===== src/rtl/riscv_lsu.sv =====
// riscv_lsu: RISC-V load/store unit with a single-outstanding bus master.
// Accepts one load or store from the core while idle, checks the funct
// and the alignment, then drives an aligned request with lane-shifted byte
// enables and write data. Load data is lane-selected and sign/zero-extended.
// A wait counter gives up on a bus that never answers.
//
// Ports:
//   clk, reset                 clock, asynchronous active-low reset
//   ld_en, st_en, funct        request pulse and RISC-V funct3
//   addr, wr_data              byte address, right-justified store data
//   stall                      busy (REQ or RESP)
//   done, rd_valid, rd_data    completion pulse, load-data pulse, load result
//   misaligned, bus_err        one-cycle fault pulses
//   m_req, m_we, m_addr, m_be, m_wdata   bus request channel
//   m_gnt, m_rvalid, m_rdata, m_err      bus response channel
module riscv_lsu #(
    parameter int unsigned XLEN    = 32,
    parameter int unsigned ADDR_W  = 32,
    parameter int unsigned TIMEOUT = 255
) (
    input  logic              clk,
    input  logic              reset,
    input  logic              ld_en,
    input  logic              st_en,
    input  logic [2:0]        funct,
    input  logic [ADDR_W-1:0] addr,
    input  logic [XLEN-1:0]   wr_data,
    output logic              stall,
    output logic              done,
    output logic              rd_valid,
    output logic [XLEN-1:0]   rd_data,
    output logic              misaligned,
    output logic              bus_err,
    output logic              m_req,
    output logic              m_we,
    output logic [ADDR_W-1:0] m_addr,
    output logic [XLEN/8-1:0] m_be,
    output logic [XLEN-1:0]   m_wdata,
    input  logic              m_gnt,
    input  logic              m_rvalid,
    input  logic [XLEN-1:0]   m_rdata,
    input  logic              m_err
);

    localparam int unsigned BE_W  = XLEN / 8;
    localparam int unsigned OFF_W = $clog2(BE_W);
    localparam int unsigned CNT_W = (TIMEOUT < 2) ? 1 : $clog2(TIMEOUT + 1);

    localparam logic [1:0] S_IDLE = 2'd0;
    localparam logic [1:0] S_REQ  = 2'd1;
    localparam logic [1:0] S_RESP = 2'd2;

    logic [1:0]        state_q,      state_d;
    logic              is_ld_q,      is_ld_d;
    logic [2:0]        funct_q,      funct_d;
    logic [OFF_W-1:0]  off_q,        off_d;
    logic [CNT_W-1:0]  cnt_q,        cnt_d;
    logic              stall_q,      stall_d;
    logic              done_q,       done_d;
    logic              rd_valid_q,   rd_valid_d;
    logic [XLEN-1:0]   rd_data_q,    rd_data_d;
    logic              misaligned_q, misaligned_d;
    logic              bus_err_q,    bus_err_d;
    logic              m_req_q,      m_req_d;
    logic              m_we_q,       m_we_d;
    logic [ADDR_W-1:0] m_addr_q,     m_addr_d;
    logic [BE_W-1:0]   m_be_q,       m_be_d;
    logic [XLEN-1:0]   m_wdata_q,    m_wdata_d;

    logic              illegal_c;
    logic              mis_c;
    logic [OFF_W-1:0]  off_c;
    logic [BE_W-1:0]   be_mask_c;
    logic [XLEN-1:0]   lane_c;
    logic [XLEN-1:0]   ext_c;
    logic [CNT_W-1:0]  cnt_inc_c;
    logic              timeout_c;

    // Request decode: legality, alignment and size mask from the core inputs.
    // On a simultaneous request the load wins, so decode as a load then.
    always_comb begin
        illegal_c = 1'b0;
        if (ld_en) begin
            illegal_c = (funct == 3'b111) ||
                        ((XLEN == 32) && ((funct == 3'b011) || (funct == 3'b110)));
        end else begin
            illegal_c = funct[2] || ((XLEN == 32) && (funct[1:0] == 2'b11));
        end

        mis_c     = 1'b0;
        be_mask_c = BE_W'(1);
        case (funct[1:0])
            2'b00: begin
                mis_c     = 1'b0;
                be_mask_c = BE_W'(4'h1);
            end
            2'b01: begin
                mis_c     = addr[0];
                be_mask_c = BE_W'(4'h3);
            end
            2'b10: begin
                mis_c     = (addr[1:0] != 2'b00);
                be_mask_c = BE_W'(4'hF);
            end
            default: begin
                mis_c     = (addr[2:0] != 3'b000);
                be_mask_c = '1;
            end
        endcase

        off_c = addr[OFF_W-1:0];
    end

    // Response lane select and extension, driven by the captured funct/offset.
    always_comb begin
        lane_c = m_rdata >> {off_q, 3'b000};
        case (funct_q)
            3'b000:  ext_c = XLEN'($signed(lane_c[7:0]));
            3'b001:  ext_c = XLEN'($signed(lane_c[15:0]));
            3'b010:  ext_c = XLEN'($signed(lane_c[31:0]));
            3'b100:  ext_c = XLEN'(lane_c[7:0]);
            3'b101:  ext_c = XLEN'(lane_c[15:0]);
            3'b110:  ext_c = XLEN'(lane_c[31:0]);
            default: ext_c = lane_c;
        endcase
    end

    // The counter value compared is the one this cycle would bring it to,
    // so TIMEOUT ungranted cycles in REQ/RESP end the transaction.
    assign cnt_inc_c = cnt_q + CNT_W'(1);
    assign timeout_c = (TIMEOUT != 0) && (cnt_inc_c == CNT_W'(TIMEOUT));

    // Next-state and registered-output logic.
    always_comb begin
        state_d      = state_q;
        is_ld_d      = is_ld_q;
        funct_d      = funct_q;
        off_d        = off_q;
        cnt_d        = cnt_q;
        done_d       = 1'b0;
        rd_valid_d   = 1'b0;
        rd_data_d    = rd_data_q;
        misaligned_d = 1'b0;
        bus_err_d    = 1'b0;
        m_req_d      = m_req_q;
        m_we_d       = m_we_q;
        m_addr_d     = m_addr_q;
        m_be_d       = m_be_q;
        m_wdata_d    = m_wdata_q;

        case (state_q)
            S_IDLE: begin
                if (ld_en || st_en) begin
                    is_ld_d = ld_en;
                    funct_d = funct;
                    off_d   = off_c;
                    cnt_d   = '0;
                    if (illegal_c) begin
                        bus_err_d = 1'b1;
                    end else if (mis_c) begin
                        misaligned_d = 1'b1;
                    end else begin
                        state_d   = S_REQ;
                        m_req_d   = 1'b1;
                        m_we_d    = ~ld_en;
                        m_addr_d  = addr & ~(ADDR_W'(BE_W - 1));
                        m_be_d    = be_mask_c << off_c;
                        m_wdata_d = wr_data << {off_c, 3'b000};
                    end
                end
            end
            S_REQ: begin
                cnt_d = cnt_inc_c;
                if (m_gnt) begin
                    m_req_d = 1'b0;
                    if (is_ld_q) begin
                        state_d = S_RESP;
                    end else begin
                        state_d   = S_IDLE;
                        done_d    = 1'b1;
                        bus_err_d = m_err;
                    end
                end else if (timeout_c) begin
                    m_req_d   = 1'b0;
                    bus_err_d = 1'b1;
                    done_d    = 1'b1;
                    state_d   = S_IDLE;
                end
            end
            S_RESP: begin
                cnt_d = cnt_inc_c;
                if (m_rvalid) begin
                    state_d = S_IDLE;
                    done_d  = 1'b1;
                    if (m_err) begin
                        bus_err_d = 1'b1;
                    end else begin
                        rd_valid_d = 1'b1;
                        rd_data_d  = ext_c;
                    end
                end else if (timeout_c) begin
                    bus_err_d = 1'b1;
                    done_d    = 1'b1;
                    state_d   = S_IDLE;
                end
            end
            default: begin
                state_d = S_IDLE;
                m_req_d = 1'b0;
            end
        endcase

        stall_d = (state_d != S_IDLE);
    end

    // State and output registers; reset abandons any transaction silently.
    always_ff @(posedge clk or negedge reset) begin
        if (!reset) begin
            state_q      <= S_IDLE;
            is_ld_q      <= 1'b0;
            funct_q      <= 3'b000;
            off_q        <= '0;
            cnt_q        <= '0;
            stall_q      <= 1'b0;
            done_q       <= 1'b0;
            rd_valid_q   <= 1'b0;
            rd_data_q    <= '0;
            misaligned_q <= 1'b0;
            bus_err_q    <= 1'b0;
            m_req_q      <= 1'b0;
            m_we_q       <= 1'b0;
            m_addr_q     <= '0;
            m_be_q       <= '0;
            m_wdata_q    <= '0;
        end else begin
            state_q      <= state_d;
            is_ld_q      <= is_ld_d;
            funct_q      <= funct_d;
            off_q        <= off_d;
            cnt_q        <= cnt_d;
            stall_q      <= stall_d;
            done_q       <= done_d;
            rd_valid_q   <= rd_valid_d;
            rd_data_q    <= rd_data_d;
            misaligned_q <= misaligned_d;
            bus_err_q    <= bus_err_d;
            m_req_q      <= m_req_d;
            m_we_q       <= m_we_d;
            m_addr_q     <= m_addr_d;
            m_be_q       <= m_be_d;
            m_wdata_q    <= m_wdata_d;
        end
    end

    assign stall      = stall_q;
    assign done       = done_q;
    assign rd_valid   = rd_valid_q;
    assign rd_data    = rd_data_q;
    assign misaligned = misaligned_q;
    assign bus_err    = bus_err_q;
    assign m_req      = m_req_q;
    assign m_we       = m_we_q;
    assign m_addr     = m_addr_q;
    assign m_be       = m_be_q;
    assign m_wdata    = m_wdata_q;

endmodule


===== config.mk =====
export PLATFORM = sky130hd
export DESIGN_NAME = riscv_lsu
export DESIGN_NICKNAME = d
export VERILOG_FILES = /design/src/rtl/riscv_lsu.sv
export SDC_FILE = /design/constraint.sdc
export NUM_CORES = 1
export LEC_CHECK = 0
export ABC_AREA = 1
export CAP_MARGIN = 10
export CORE_MARGIN = 4
export CORE_UTILIZATION = 46
export DETAILED_ROUTE_END_ITERATION = 7
export GPL_TIMING_DRIVEN = 0
export PLACE_DENSITY = 0.83
export SLEW_MARGIN = 20
export SYNTH_ARGS = -nofsm -noshare
export SYNTH_HDL_FRONTEND = slang
export SYNTH_SLANG_ARGS = --single-unit

===== constraint.sdc =====
create_clock -name clk -period 2 [get_ports clk]
set_input_delay 0.6 -clock clk [delete_from_list [all_inputs] [get_ports clk]]
set_output_delay 0.6 -clock clk [all_outputs]
set_load 0.005 [all_outputs]

==> results of run 1 <==
## layout make-up
class,instances,area share
diodes,1,0.000276
plain buffers,42,0.0274
clock buffers,23,0.0504
clock inverters,9,0.0135
inverters,86,0.0364
multi-input cells,538,0.279
flip-flops and latches,121,0.334
well taps,172,0.0237
repair buffers,211,0.235
## power by group through the flow
stage | registers, mW | logic (mW) | clock network (mW)
after floorplan | 4.17 | 2.11 | 0
after global placement | 4.15 | 5.00 | 0
after detailed placement | 4.18 | 5.10 | 0
after CTS | 4.17 | 5.18 | 3.09
after global routing | 4.30 | 5.73 | 3.21
final | 4.18 | 5.18 | 3.07
## sequential cells by signal (all words and copies together), names as in the netlist
signal / cells
m_wdata: 32
rd_data: 32
m_addr: 30
cnt_q: 8
m_be: 4
funct_q: 3
off_q: 2
state_q: 2
bus_err: 1
done: 1
is_ld_q: 1
m_req: 1
m_we: 1
misaligned: 1
rd_valid: 1
stall: 1
## logic make-up (layout without fill, tap and decap cells)
family	after synthesis	count (layout)	share of synthesized area
adder cells (fa/ha/maj)	6	6	0.0123
AND/OR/NAND/NOR	380	380	0.253
flip-flops	121	121	0.498
other	1	3	0.000617
buffers and inverters	128	371	0.0928
AO/OA/AOI/OAI	150	150	0.143
## worst max-delay path by stage
stage	startpoint	to	slack (ns)
global placement	reset	done	-4.42
finish	m_wdata[4]	m_wdata[4]	0.04
detailed placement	ld_en	cnt_q[3]	-0.63
global route	funct[0]	m_addr[6]	-0.006
CTS	addr[0]	m_wdata[5]	0.006
floorplan	m_rvalid	rd_data[23]	0.32
## repair_timing
item                       in CTS  in global routing
setup endpoints to repair      10                 78
buffers inserted                0                  1
pin swaps                       0                  1
resized for setup               3                 22
## metal layers
metal,vias up,GRT usage,part of all wire
li1,2978,-,-
met1,2825,0.312,0.39
met2,293,0.433,0.48
met3,42,0.104,0.11
met4,0,0.0840,0.023
met5,-,0,0
## cell usage in the layout, fill, tap and decap left out, types with 12 or more instances in the layout
cell,count
sky130_fd_sc_hd__nor2_1,19
sky130_fd_sc_hd__o211ai_1,20
sky130_fd_sc_hd__nand3_1,46
sky130_fd_sc_hd__o21ai_0,65
sky130_fd_sc_hd__clkbuf_1,17
sky130_fd_sc_hd__a21oi_1,22
sky130_fd_sc_hd__nand2_1,299
sky130_fd_sc_hd__dfrtp_1,119
sky130_fd_sc_hd__o21ai_1,12
sky130_fd_sc_hd__buf_2,12
sky130_fd_sc_hd__inv_1,78
sky130_fd_sc_hd__clkbuf_16,17
sky130_fd_sc_hd__clkdlybuf4s50_1,205
==> out/summary.json, run 1 <==
{
  "run_status": {
    "outcome": "finished clean"
  },
  "pwr": {
    "clkPwrFrac": 0.247,
    "comb_power_share": 0.417,
    "power.share.switching": 0.338,
    "totalPowerFinal_mw": 12.4,
    "p_switching_mw": 4.20,
    "ir_drop_uv": 782,
    "power.leakage_nw": 4.35,
    "power-per-cell-area_nw_per_um2": 1370,
    "seq_power_share": 0.337,
    "power.internal_mw": 8.23
  },
  "synthesis": {
    "synth_cell_type_count": 36,
    "post_synthesis_cells": 786,
    "synth-seq-area-share": 0.498,
    "ys.flop_type": "sky130_fd_sc_hd__dfrtp_1",
    "synth-edff-count": 0,
    "synth.cells.most_frequent": "sky130_fd_sc_hd__nand2_1 (299), sky130_fd_sc_hd__dfrtp_1 (121), sky130_fd_sc_hd__inv_1 (78), sky130_fd_sc_hd__o21ai_0 (65), sky130_fd_sc_hd__nand3_1 (47)",
    "synth_warnings": 0,
    "synth_area_per_cell_um2": 7.73,
    "yosysTopAreaCellShare": 0.498,
    "syn-cell-area_um2": 6080,
    "synth.area.top_cells": "sky130_fd_sc_hd__dfrtp_1 (50%), sky130_fd_sc_hd__nand2_1 (18%), sky130_fd_sc_hd__o21ai_0 (5.4%), sky130_fd_sc_hd__inv_1 (4.8%), sky130_fd_sc_hd__nand3_1 (3.9%)",
    "synth_async_sr_flop_share": 1.00,
    "yosysTopAreaCell": "sky130_fd_sc_hd__dfrtp_1",
    "synth_seq_cells": 121,
    "leading_cell_type_by_number_of_instances_after_synthesis": "sky130_fd_sc_hd__nand2_1"
  },
  "sta": {
    "finalClockSkew_ns": 0.00725,
    "hold_violations": 0,
    "tightest_slew_ns": 0.588,
    "setup_viol": 0,
    "final_max_slew_viol_count": 0,
    "worst_slew_margin_rel": 0.608,
    "post-route-worst-setup-slack_ns": 0.0371,
    "hold-worst-slack_ns": 0.122,
    "max_clock_freq_mhz": 509,
    "final_critical_path_share_of_the_clock_period": 0.981,
    "finalSetupTns_ns": 0,
    "finalWorstPathRequiredPeriod_ns": 1.96
  },
  "floorplan": {
    "die_area_um2": 15100,
    "num_io_pins": 213,
    "die_width_um": 123,
    "placementRows": 41,
    "die_ht_um": 123,
    "initial_utilization": 0.476,
    "core-area_um2": 12800
  },
  "routing": {
    "antenna_violating_nets_post_route": 0,
    "routed-via-count": 6138,
    "routedWlPerCell_um": 16.1,
    "1st_iter_drt_viols": 553,
    "detail_route.drc_violations": 0,
    "wl_um": 19300,
    "drt_pass1_iterations": 5,
    "routed_via_density": 5.10
  },
  "worst_setup_path": {
    "worstPathCellList": "clkdlybuf4s50_1",
    "cpLargestDelayFamily": "buffers and inverters",
    "reg2reg_to": "m_addr[6]",
    "r2r_slack_ns": 0.11,
    "startpoint_type": "flip-flop",
    "critical_path.max_fanout": 2,
    "timing.critical_path.slowest_stage_cell": "sky130_fd_sc_hd__clkdlybuf4s50_1",
    "timing.critical_path.required_ns": 1.40,
    "worstRegToRegCells": 10,
    "cp_num_cells": 1,
    "timing.critical_path.to_type": "output pin",
    "r2r_start": "state_q[1]",
    "critPathKind": "reg2out",
    "cp_slowest_stage_delay_ns": 0.54,
    "path_buf_inv": 1,
    "cp_data_arrival_time_ns": 1.36
  },
  "grt": {
    "grt_usage": 0.261,
    "grt_first_pass_wirelength_um": 30400,
    "number_of_global_route_vias_before_repair": 6120,
    "largest_net_degree_at_the_start_of_global_routing": 71,
    "grt_overflow_total": 0,
    "antenna_found_initial": 1
  },
  "place": {
    "post_place_setup_slack_ns": -0.625,
    "port_buffers": 209,
    "place.detailed.instances": 1169,
    "detailed_place.area_um2": 8420,
    "dp.final_hpwl_um": 14200,
    "place_congestion": 0.910
  },
  "final_layout": {
    "final_net_count": 1129,
    "layoutNonFillerInstCount": 1203,
    "finish.instance_area_um2": 9080,
    "footprint_of_the_multi_input_gates_um2": 2540,
    "filler_cell_count": 977,
    "ff_latch_area_um2": 3030,
    "flow.area_growth_from_synthesis_pct": 49.4,
    "post-route-util": 0.711,
    "share_of_post_route_cells_with_drive_strength_above_1": 0.0883
  },
  "cts": {
    "clock_latency_reported_for_the_late_side_of_the_worst_skew_pair_ns": 0.42,
    "cts-root-buf": "sky130_fd_sc_hd__clkbuf_16",
    "holdBufCountCts": 0,
    "clockBufferDepth": 2,
    "cts_inserted_buffers": 17,
    "h_tree_lvl_count": 4,
    "cts.sink_count": 121,
    "tritoncts": "built",
    "cts.clk_slew.worst_paths_ns": 0.06
  },
  "job": {
    "cap_viol_max_count": 0
  },
  "hold_path": {
    "worstHoldPathType": "in2async"
  }
}
Note: power is estimated with default switching activity, not from simulation.
==> inputs of run 2 (changes only) <==
Settings changed: GPL_TIMING_DRIVEN 0 to unset.
==> run 2 against run 1 <==
  * Die area unchanged
  * Via count up 1.1%
  * Cell area up 2.6%
  * Critical path type unchanged
  * Cell count up 1.1%
  * Sequential share of layout area down 0.88 points
  * Maximum frequency up 1.3%
  * Hold slack worse by 0.048 ns
  * Largest cell class unchanged
  * Register-to-register slack better by 0.04 ns
  * Sequential power about the same
  * Sequential cell count unchanged
  * Core utilization up 1.9 points
==> out/summary.json, run 2 (synthesized netlist as in run 1, its figures left out) <==
{
  "worst_setup_path": {
    "critPathKind": "reg2out",
    "worstRegToRegCells": {"value": 8, "change": "-2"},
    "reg2reg_to": "rd_data[8]",
    "timing.critical_path.slowest_stage_cell": "sky130_fd_sc_hd__clkdlybuf4s50_1",
    "critical_path.max_fanout": {"value": 2, "change": "unchanged"},
    "timing.critical_path.to_type": "output pin",
    "r2r_start": "off_q[0]",
    "cp_slowest_stage_delay": {"value": 0.55, "unit": "ns", "change": "about the same"},
    "r2r_slack": {"value": 0.15, "unit": "ns", "change": "+0.04 ns"},
    "worstPathCellList": "clkdlybuf4s50_1",
    "cp_data_arrival_time": {"value": 1.34, "unit": "ns", "change": "-0.02 ns"},
    "path_buf_inv": {"value": 1, "change": "unchanged"},
    "startpoint_type": "flip-flop",
    "timing.critical_path.required": {"value": 1.40, "unit": "ns", "change": "about the same"},
    "cpLargestDelayFamily": "buffers and inverters"
  },
  "place": {
    "dp.final_hpwl": {"value": 13200, "unit": "µm", "change": "-7.0%"},
    "port_buffers": {"value": 210, "change": "+0.48%"},
    "place_congestion": {"value": 0.920, "change": "+1.1%"},
    "detailed_place.area": {"value": 8680, "unit": "µm²", "change": "+3.1%"}
  },
  "floorplan": {
    "core-area": {"value": 12800, "unit": "µm²", "change": "unchanged"},
    "die_ht": {"value": 123, "unit": "µm", "change": "unchanged"},
    "die_width": {"value": 123, "unit": "µm", "change": "unchanged"},
    "initial_utilization": {"value": 0.476, "change": "unchanged"},
    "die_area": {"value": 15100, "unit": "µm²", "change": "unchanged"},
    "placementRows": {"value": 41, "change": "unchanged"},
    "num_io_pins": {"value": 213, "change": "unchanged"}
  },
  "final_layout": {
    "filler_cell_count": {"value": 914, "change": "-6.4%"},
    "share_of_post_route_cells_with_drive_strength_above_1": {"value": 0.108, "change": "+0.0199"},
    "antennaDiodeCount": {"value": 0, "change": "-1"},
    "flow.area_growth_from_synthesis_pct": 53.3,
    "finish.instance_area": {"value": 9320, "unit": "µm²", "change": "+2.6%"},
    "layout_common_cells": "sky130_fd_sc_hd__nand2_1 (298), sky130_fd_sc_hd__clkdlybuf4s50_1 (205), sky130_fd_sc_hd__dfrtp_1 (121)",
    "final_net_count": {"value": 1143, "change": "+1.2%"},
    "mostFrequentLayoutCell": "sky130_fd_sc_hd__nand2_1"
  },
  "routing": {
    "drt_pass1_iterations": {"value": 5, "change": "unchanged"},
    "wl": {"value": 18500, "unit": "µm", "change": "-4.3%"},
    "routedWlPerCell": {"value": 15.2, "unit": "µm", "change": "-5.3%"},
    "routed_via_density": {"value": 5.11, "change": "about the same"},
    "routed-via-count": {"value": 6208, "change": "+1.1%"},
    "antenna_violating_nets_post_route": {"value": 0, "change": "unchanged"},
    "1st_iter_drt_viols": {"value": 568, "change": "+2.7%"},
    "detail_route.drc_violations": {"value": 0, "change": "unchanged"}
  },
  "grt": {
    "layer_with_the_highest_usage": "met2",
    "grt_overflow_total": {"value": 0, "change": "unchanged"},
    "antenna_found_initial": {"value": 0, "change": "-1"},
    "largest_net_degree_at_the_start_of_global_routing": {"value": 56, "change": "-21%"},
    "grt_first_pass_wirelength": {"value": 29600, "unit": "µm", "change": "-2.9%"},
    "globalRouteMet1Util": {"value": 0.315, "change": "+0.00320"},
    "number_of_global_route_vias_before_repair": {"value": 6122, "change": "+0.033%"},
    "global_route.usage.met3": {"value": 0.0814, "change": "-0.0224"},
    "grt_usage": {"value": 0.250, "change": "-0.0112"},
    "global_route.usage.met2": {"value": 0.401, "change": "-0.0311"}
  },
  "cts": {
    "clockBufferDepth": {"value": 2, "change": "unchanged"},
    "h_tree_lvl_count": {"value": 4, "change": "unchanged"},
    "cts.sink_count": {"value": 121, "change": "unchanged"},
    "postCtsSetupRepairBufs": {"value": 0, "change": "unchanged"},
    "tritoncts": "built",
    "cts.clk_slew.worst_paths": {"value": 0.06, "unit": "ns", "change": "about the same"},
    "clock_latency_reported_for_the_late_side_of_the_worst_skew_pair": {"value": 0.41, "unit": "ns", "change": "about the same"},
    "post_cts.resized_instances": {"value": 0, "change": "-3"},
    "holdBufCountCts": {"value": 0, "change": "unchanged"},
    "cts-root-buf": "sky130_fd_sc_hd__clkbuf_16",
    "cts_inserted_buffers": {"value": 17, "change": "unchanged"}
  },
  "sta": {
    "worst_slew_margin_rel": {"value": 0.670, "change": "+0.0619"},
    "hold_violations": {"value": 0, "change": "unchanged"},
    "finalWorstPathRequiredPeriod": {"value": 1.94, "unit": "ns", "change": "-0.0258 ns"},
    "max_clock_freq": {"value": 516, "unit": "MHz", "change": "+1.3%"},
    "finalClockSkew": {"value": 0.00667, "unit": "ns", "change": "-0.000586 ns"},
    "final_max_slew_viol_count": {"value": 0, "change": "unchanged"},
    "tightest_slew": {"value": 0.489, "unit": "ns", "change": "-0.0991 ns"},
    "final_critical_path_share_of_the_clock_period": {"value": 0.969, "change": "-0.0129"},
    "setup_viol": {"value": 0, "change": "unchanged"},
    "grt_setup_unrepaired": "no",
    "hold-worst-slack": {"value": 0.0739, "unit": "ns", "change": "-0.0478 ns"}
  },
  "hold_path": {
    "worstHoldPathType": "in2async"
  },
  "run_status": {
    "outcome": "finished clean"
  },
  "job": {
    "cap_viol_max_count": {"value": 0, "change": "unchanged"}
  },
  "pwr": {
    "power.leakage": {"value": 4.55, "unit": "nW", "change": "+4.5%"},
    "ir_drop": {"value": 744, "unit": "µV", "change": "-4.9%"},
    "power-per-cell-area": {"value": 1340, "unit": "nW/µm²", "change": "-2.1%"}
  }
}
-- run 2: cell count changes in the layout (fill, tap and decap cells not counted), moves of 3 or more --
cell / change
sky130_fd_sc_hd__o21ai_1: +3
sky130_fd_sc_hd__a21oi_1: +5
sky130_fd_sc_hd__buf_2: -12
sky130_fd_sc_hd__buf_6: -6
sky130_fd_sc_hd__buf_12: +8
sky130_fd_sc_hd__buf_4: +41
sky130_fd_sc_hd__clkbuf_1: -16
sky130_fd_sc_hd__clkinv_4: +3
sky130_fd_sc_hd__clkbuf_4: -3
sky130_fd_sc_hd__a21oi_2: -5
-- run 2: worst max-delay path by stage --
stage / start / to / slack (ns) / cells past startpoint
2_1_floorplan: m_rvalid / rd_data[23] / 0.32 / 9
3_3_place_gp: addr[0] / m_wdata[5] / -0.27 / 9
3_5_place_dp: addr[0] / m_wdata[6] / -0.38 / 9
4_1_cts: m_wdata[3] / m_wdata[3] / 0.02 / 1
5_1_grt: m_rvalid / rd_data[23] / 0.02 / 9
6_report: m_addr[8] / m_addr[8] / 0.06 / 1
-- run 2: through the flow --
stage                     setup slack (ns)  std cells  total power, mW  TNS, ns   util
after floorplan                      0.319        787             6.28        0      -
after global placement              -0.269       1183             9.32   -20.75  0.680
after detailed placement            -0.383       1183             9.41   -25.97  0.680
after CTS                           0.0164       1215             12.5        0  0.726
after global routing                0.0209       1216             13.3        0  0.730
final                               0.0629       1216             12.5        0  0.730
-- run 2: per-layer routing --
metal / up-vias / wire (µm)
li1: 3009 / -
met1: 2860 / 7620
met2: 306 / 8700
met3: 33 / 1800
met4: 0 / 365
met5: - / 0
-- run 2: cell type report --
cell class	count	area, µm²	share of cell area
Timing Repair Buffer	267	2660	0.285
Multi-Input combinational cell	538	2500	0.268
Clock buffer	21	470	0.0505
Sequential cell	121	3030	0.325
Inverter	86	328	0.0352
Clock inverter	11	121	0.0130
Tap cell	172	215	0.0231
-- run 2: where the power goes --
part / internal, mW / switching (mW) / total (mW)
Combinational: 2.88 / 2.38 / 5.25
Clock: 1.93 / 1.10 / 3.03
Sequential: 3.52 / 0.693 / 4.21
Total: 8.32 / 4.17 / 12.5
==> inputs of run 3 (changes only) <==
Settings changed: ABC_AREA 1 to unset, CORE_UTILIZATION 46 to 45, PLACE_DENSITY 0.83 to 0.82.
==> run 3 against run 2 <==
  * Non-clock buffer count down 5
  * Hold slack better by 0.027 ns
  * Synthesized cell count down 27%
  * Total power up 5.0%
  * Clock skew down 0.0021 ns
  * Wire length down 4.8%
  * Critical path type unchanged
  * Critical endpoint is now m_req
  * Largest cell class unchanged
==> out/summary.json, run 3 <==
{
  "pwr": {
    "power.leakage": {"value": 4.01, "unit": "nW", "change": "-12%"},
    "power-per-cell-area": {"value": 1430, "unit": "nW/µm²", "change": "+6.3%"},
    "totalPowerFinal": {"value": 13.1, "unit": "mW", "change": "+5.0%"},
    "ir_drop": {"value": 821, "unit": "µV", "change": "+10%"}
  },
  "routing": {
    "routed-via-count": {"value": 5333, "change": "-14%"},
    "wl": {"value": 17600, "unit": "µm", "change": "-4.8%"},
    "routed_via_density": {"value": 5.31, "change": "+4.0%"},
    "routedWlPerCell": {"value": 17.5, "unit": "µm", "change": "+15%"},
    "1st_iter_drt_viols": {"value": 438, "change": "-23%"},
    "drt_pass1_iterations": {"value": 5, "change": "unchanged"},
    "antenna_violating_nets_post_route": {"value": 0, "change": "unchanged"},
    "detail_route.drc_violations": {"value": 0, "change": "unchanged"}
  },
  "worst_setup_path": {
    "timing.critical_path.required": {"value": 1.40, "unit": "ns", "change": "about the same"},
    "cpLargestDelayFamily": "buffers and inverters",
    "startpoint_type": "flip-flop",
    "worstPathCellList": "clkdlybuf4s50_1",
    "timing.critical_path.to_type": "output pin",
    "cp_slowest_stage_delay": {"value": 0.52, "unit": "ns", "change": "-0.03 ns"},
    "critPathKind": "reg2out",
    "path_buf_inv": {"value": 1, "change": "unchanged"},
    "timing.critical_path.slowest_stage_cell": "sky130_fd_sc_hd__clkdlybuf4s50_1",
    "critical_path.max_fanout": {"value": 2, "change": "unchanged"},
    "cp_data_arrival_time": {"value": 1.33, "unit": "ns", "change": "about the same"}
  },
  "synthesis": {
    "leading_cell_type_by_number_of_instances_after_synthesis": "sky130_fd_sc_hd__dfrtp_1",
    "ys.flop_type": "sky130_fd_sc_hd__dfrtp_1",
    "synth_warnings": {"value": 0, "change": "unchanged"},
    "yosysTopAreaCell": "sky130_fd_sc_hd__dfrtp_1",
    "yosysTopAreaCellShare": {"value": 0.508, "change": "+0.0103"},
    "synth_area_per_cell": {"value": 10.4, "unit": "µm²", "change": "+34%"},
    "synth.cells.most_frequent": "sky130_fd_sc_hd__dfrtp_1 (121), sky130_fd_sc_hd__nand2_1 (97), sky130_fd_sc_hd__mux2_2 (51), sky130_fd_sc_hd__nor2_1 (36), sky130_fd_sc_hd__mux2i_1 (35)",
    "synth.area.top_cells": "sky130_fd_sc_hd__dfrtp_1 (51%), sky130_fd_sc_hd__mux2_2 (9.6%), sky130_fd_sc_hd__nand2_1 (6.1%), sky130_fd_sc_hd__mux2i_1 (5.9%), sky130_fd_sc_hd__a21oi_1 (2.6%)",
    "synth_cell_type_count": {"value": 49, "change": "+36%"},
    "synth-seq-area-share": {"value": 0.508, "change": "+0.0103"},
    "syn-cell-area": {"value": 5960, "unit": "µm²", "change": "-2.0%"},
    "post_synthesis_cells": {"value": 574, "change": "-27%"},
    "synth_seq_cells": {"value": 121, "change": "unchanged"},
    "synth-edff-count": {"value": 0, "change": "unchanged"},
    "synth_async_sr_flop_share": {"value": 1.00, "change": "unchanged"}
  },
  "final_layout": {
    "finish.instance_area": {"value": 9200, "unit": "µm²", "change": "-1.3%"},
    "flow.area_growth_from_synthesis_pct": 54.5,
    "post-route-util": {"value": 0.720, "change": "-0.00931"},
    "share_of_post_route_cells_with_drive_strength_above_1": {"value": 0.182, "change": "+0.0735"},
    "final_net_count": {"value": 930, "change": "-19%"},
    "layout_common_cells": "sky130_fd_sc_hd__clkdlybuf4s50_1 (207), sky130_fd_sc_hd__dfrtp_1 (120), sky130_fd_sc_hd__nand2_1 (97)",
    "mostFrequentLayoutCell": "sky130_fd_sc_hd__clkdlybuf4s50_1"
  },
  "place": {
    "dp.final_hpwl": {"value": 13200, "unit": "µm", "change": "-0.34%"},
    "place_congestion": {"value": 0.912, "change": "-0.89%"},
    "port_buffers": {"value": 210, "change": "unchanged"},
    "detailed_place.area": {"value": 8540, "unit": "µm²", "change": "-1.6%"}
  },
  "sta": {
    "tightest_slew": {"value": 0.559, "unit": "ns", "change": "+0.0696 ns"},
    "max_clock_freq": {"value": 519, "unit": "MHz", "change": "+0.48%"},
    "hold-worst-slack": {"value": 0.101, "unit": "ns", "change": "+0.0269 ns"},
    "final_critical_path_share_of_the_clock_period": {"value": 0.964, "change": "-0.00461"},
    "finalClockSkew": {"value": 0.00454, "unit": "ns", "change": "-0.00213 ns"},
    "setup_viol": {"value": 0, "change": "unchanged"},
    "worst_slew_margin_rel": {"value": 0.626, "change": "-0.0436"},
    "final_max_slew_viol_count": {"value": 0, "change": "unchanged"},
    "finalWorstPathRequiredPeriod": {"value": 1.93, "unit": "ns", "change": "-0.00921 ns"},
    "grt_setup_unrepaired": "no",
    "finalSetupTns": {"value": 0, "unit": "ns", "change": "unchanged"},
    "hold_violations": {"value": 0, "change": "unchanged"}
  },
  "run_status": {
    "outcome": "finished clean"
  },
  "grt": {
    "antenna_found_initial": {"value": 0, "change": "unchanged"},
    "grt_first_pass_wirelength": {"value": 27500, "unit": "µm", "change": "-7.1%"},
    "grt_overflow_total": {"value": 0, "change": "unchanged"},
    "number_of_global_route_vias_before_repair": {"value": 5415, "change": "-12%"},
    "largest_net_degree_at_the_start_of_global_routing": {"value": 48, "change": "-14%"},
    "grt_usage": {"value": 0.235, "change": "-0.0153"}
  },
  "cts": {
    "clockBufferDepth": {"value": 2, "change": "unchanged"},
    "cts.clk_slew.worst_paths": {"value": 0.05, "unit": "ns", "change": "about the same"},
    "cts.sink_count": {"value": 121, "change": "unchanged"},
    "clock_latency_reported_for_the_late_side_of_the_worst_skew_pair": {"value": 0.41, "unit": "ns", "change": "about the same"},
    "tritoncts": "built",
    "h_tree_lvl_count": {"value": 4, "change": "unchanged"},
    "cts-root-buf": "sky130_fd_sc_hd__clkbuf_16",
    "holdBufCountCts": {"value": 0, "change": "unchanged"},
    "cts_inserted_buffers": {"value": 17, "change": "unchanged"}
  },
  "floorplan": {
    "die_ht": {"value": 123, "unit": "µm", "change": "about the same"},
    "num_io_pins": {"value": 213, "change": "unchanged"},
    "core-area": {"value": 12800, "unit": "µm²", "change": "unchanged"},
    "placementRows": {"value": 41, "change": "unchanged"},
    "die_area": {"value": 15100, "unit": "µm²", "change": "+0.15%"},
    "initial_utilization": {"value": 0.466, "change": "-0.00960"},
    "die_width": {"value": 123, "unit": "µm", "change": "about the same"}
  },
  "hold_path": {
    "worstHoldPathType": "in2async"
  },
  "job": {
    "cap_viol_max_count": {"value": 0, "change": "unchanged"}
  }
}
## run 3: power by group
part | switching (mW) | leakage (nW) | internal [mW]
clock | 1.05 | 0.294 | 2.05
combinational | 2.28 | 2.23 | 3.44
sequential | 0.720 | 1.49 | 3.57
total | 4.05 | 4.01 | 9.06
## run 3: worst paths after layout
kind / start / to / slack, ns / cells after the start
setup / recovery: m_req / m_req / 0.07 / 1
hold / removal: reset / m_wdata[23] / 0.10 / 1
setup reg to reg: cnt_q[1] / stall / 0.12 / 6
hold reg to reg: m_wdata[21] / m_wdata[21] / 0.48 / 2
max in group asynchronous: reset / rd_data[27] / 1.28 / 2
min in group clk: m_wdata[21] / m_wdata[21] / 0.48 / 2
## run 3: area by class of cell
class	instances	area, µm²
fillers	899	3570
repair buffers	262	2580
clock inverters	8	118
multi-input cells	410	2750
well taps	172	215
flip-flops and latches	121	3030
diodes	1	2.50
clock buffers	24	482
inverters	6	22.5
## run 3: per-stage QoR
stage	instances	setup slack, ns
global placement	970	-0.373
floorplan	575	0.117
finish	1004	0.0721
CTS	1002	0.0235
detailed placement	970	-0.462
global route	1003	0.00753
## run 3: logic make-up (layout without fill, tap and decap cells)
kind of cell	after synthesis	in the layout	synth area share
DFF	121	121	0.508
adders and majority gates	6	6	0.0126
buffers and inverters	44	300	0.0370
xor gates and xnor gates	1	1	0.00147
and+or+nand+nor	181	181	0.135
AOI/OAI and AO/OA	134	134	0.150
other	1	3	0.000630
muxes	86	86	0.155
## run 3: what timing repair did
action                                  4_1_cts  5_1_grt
pin swaps                                     0        2
setup buffers                                 0        1
resized for setup                             1        9
endpoints found under the setup margin       15       62
## run 3: routing by layer
layer	vias to the layer above	share of wire	global-route usage
li1	2515	-	-
met1	2573	0.40	0.300
met2	212	0.50	0.378
met3	33	0.071	0.0650
met4	0	0.028	0.0969
met5	-	0	0
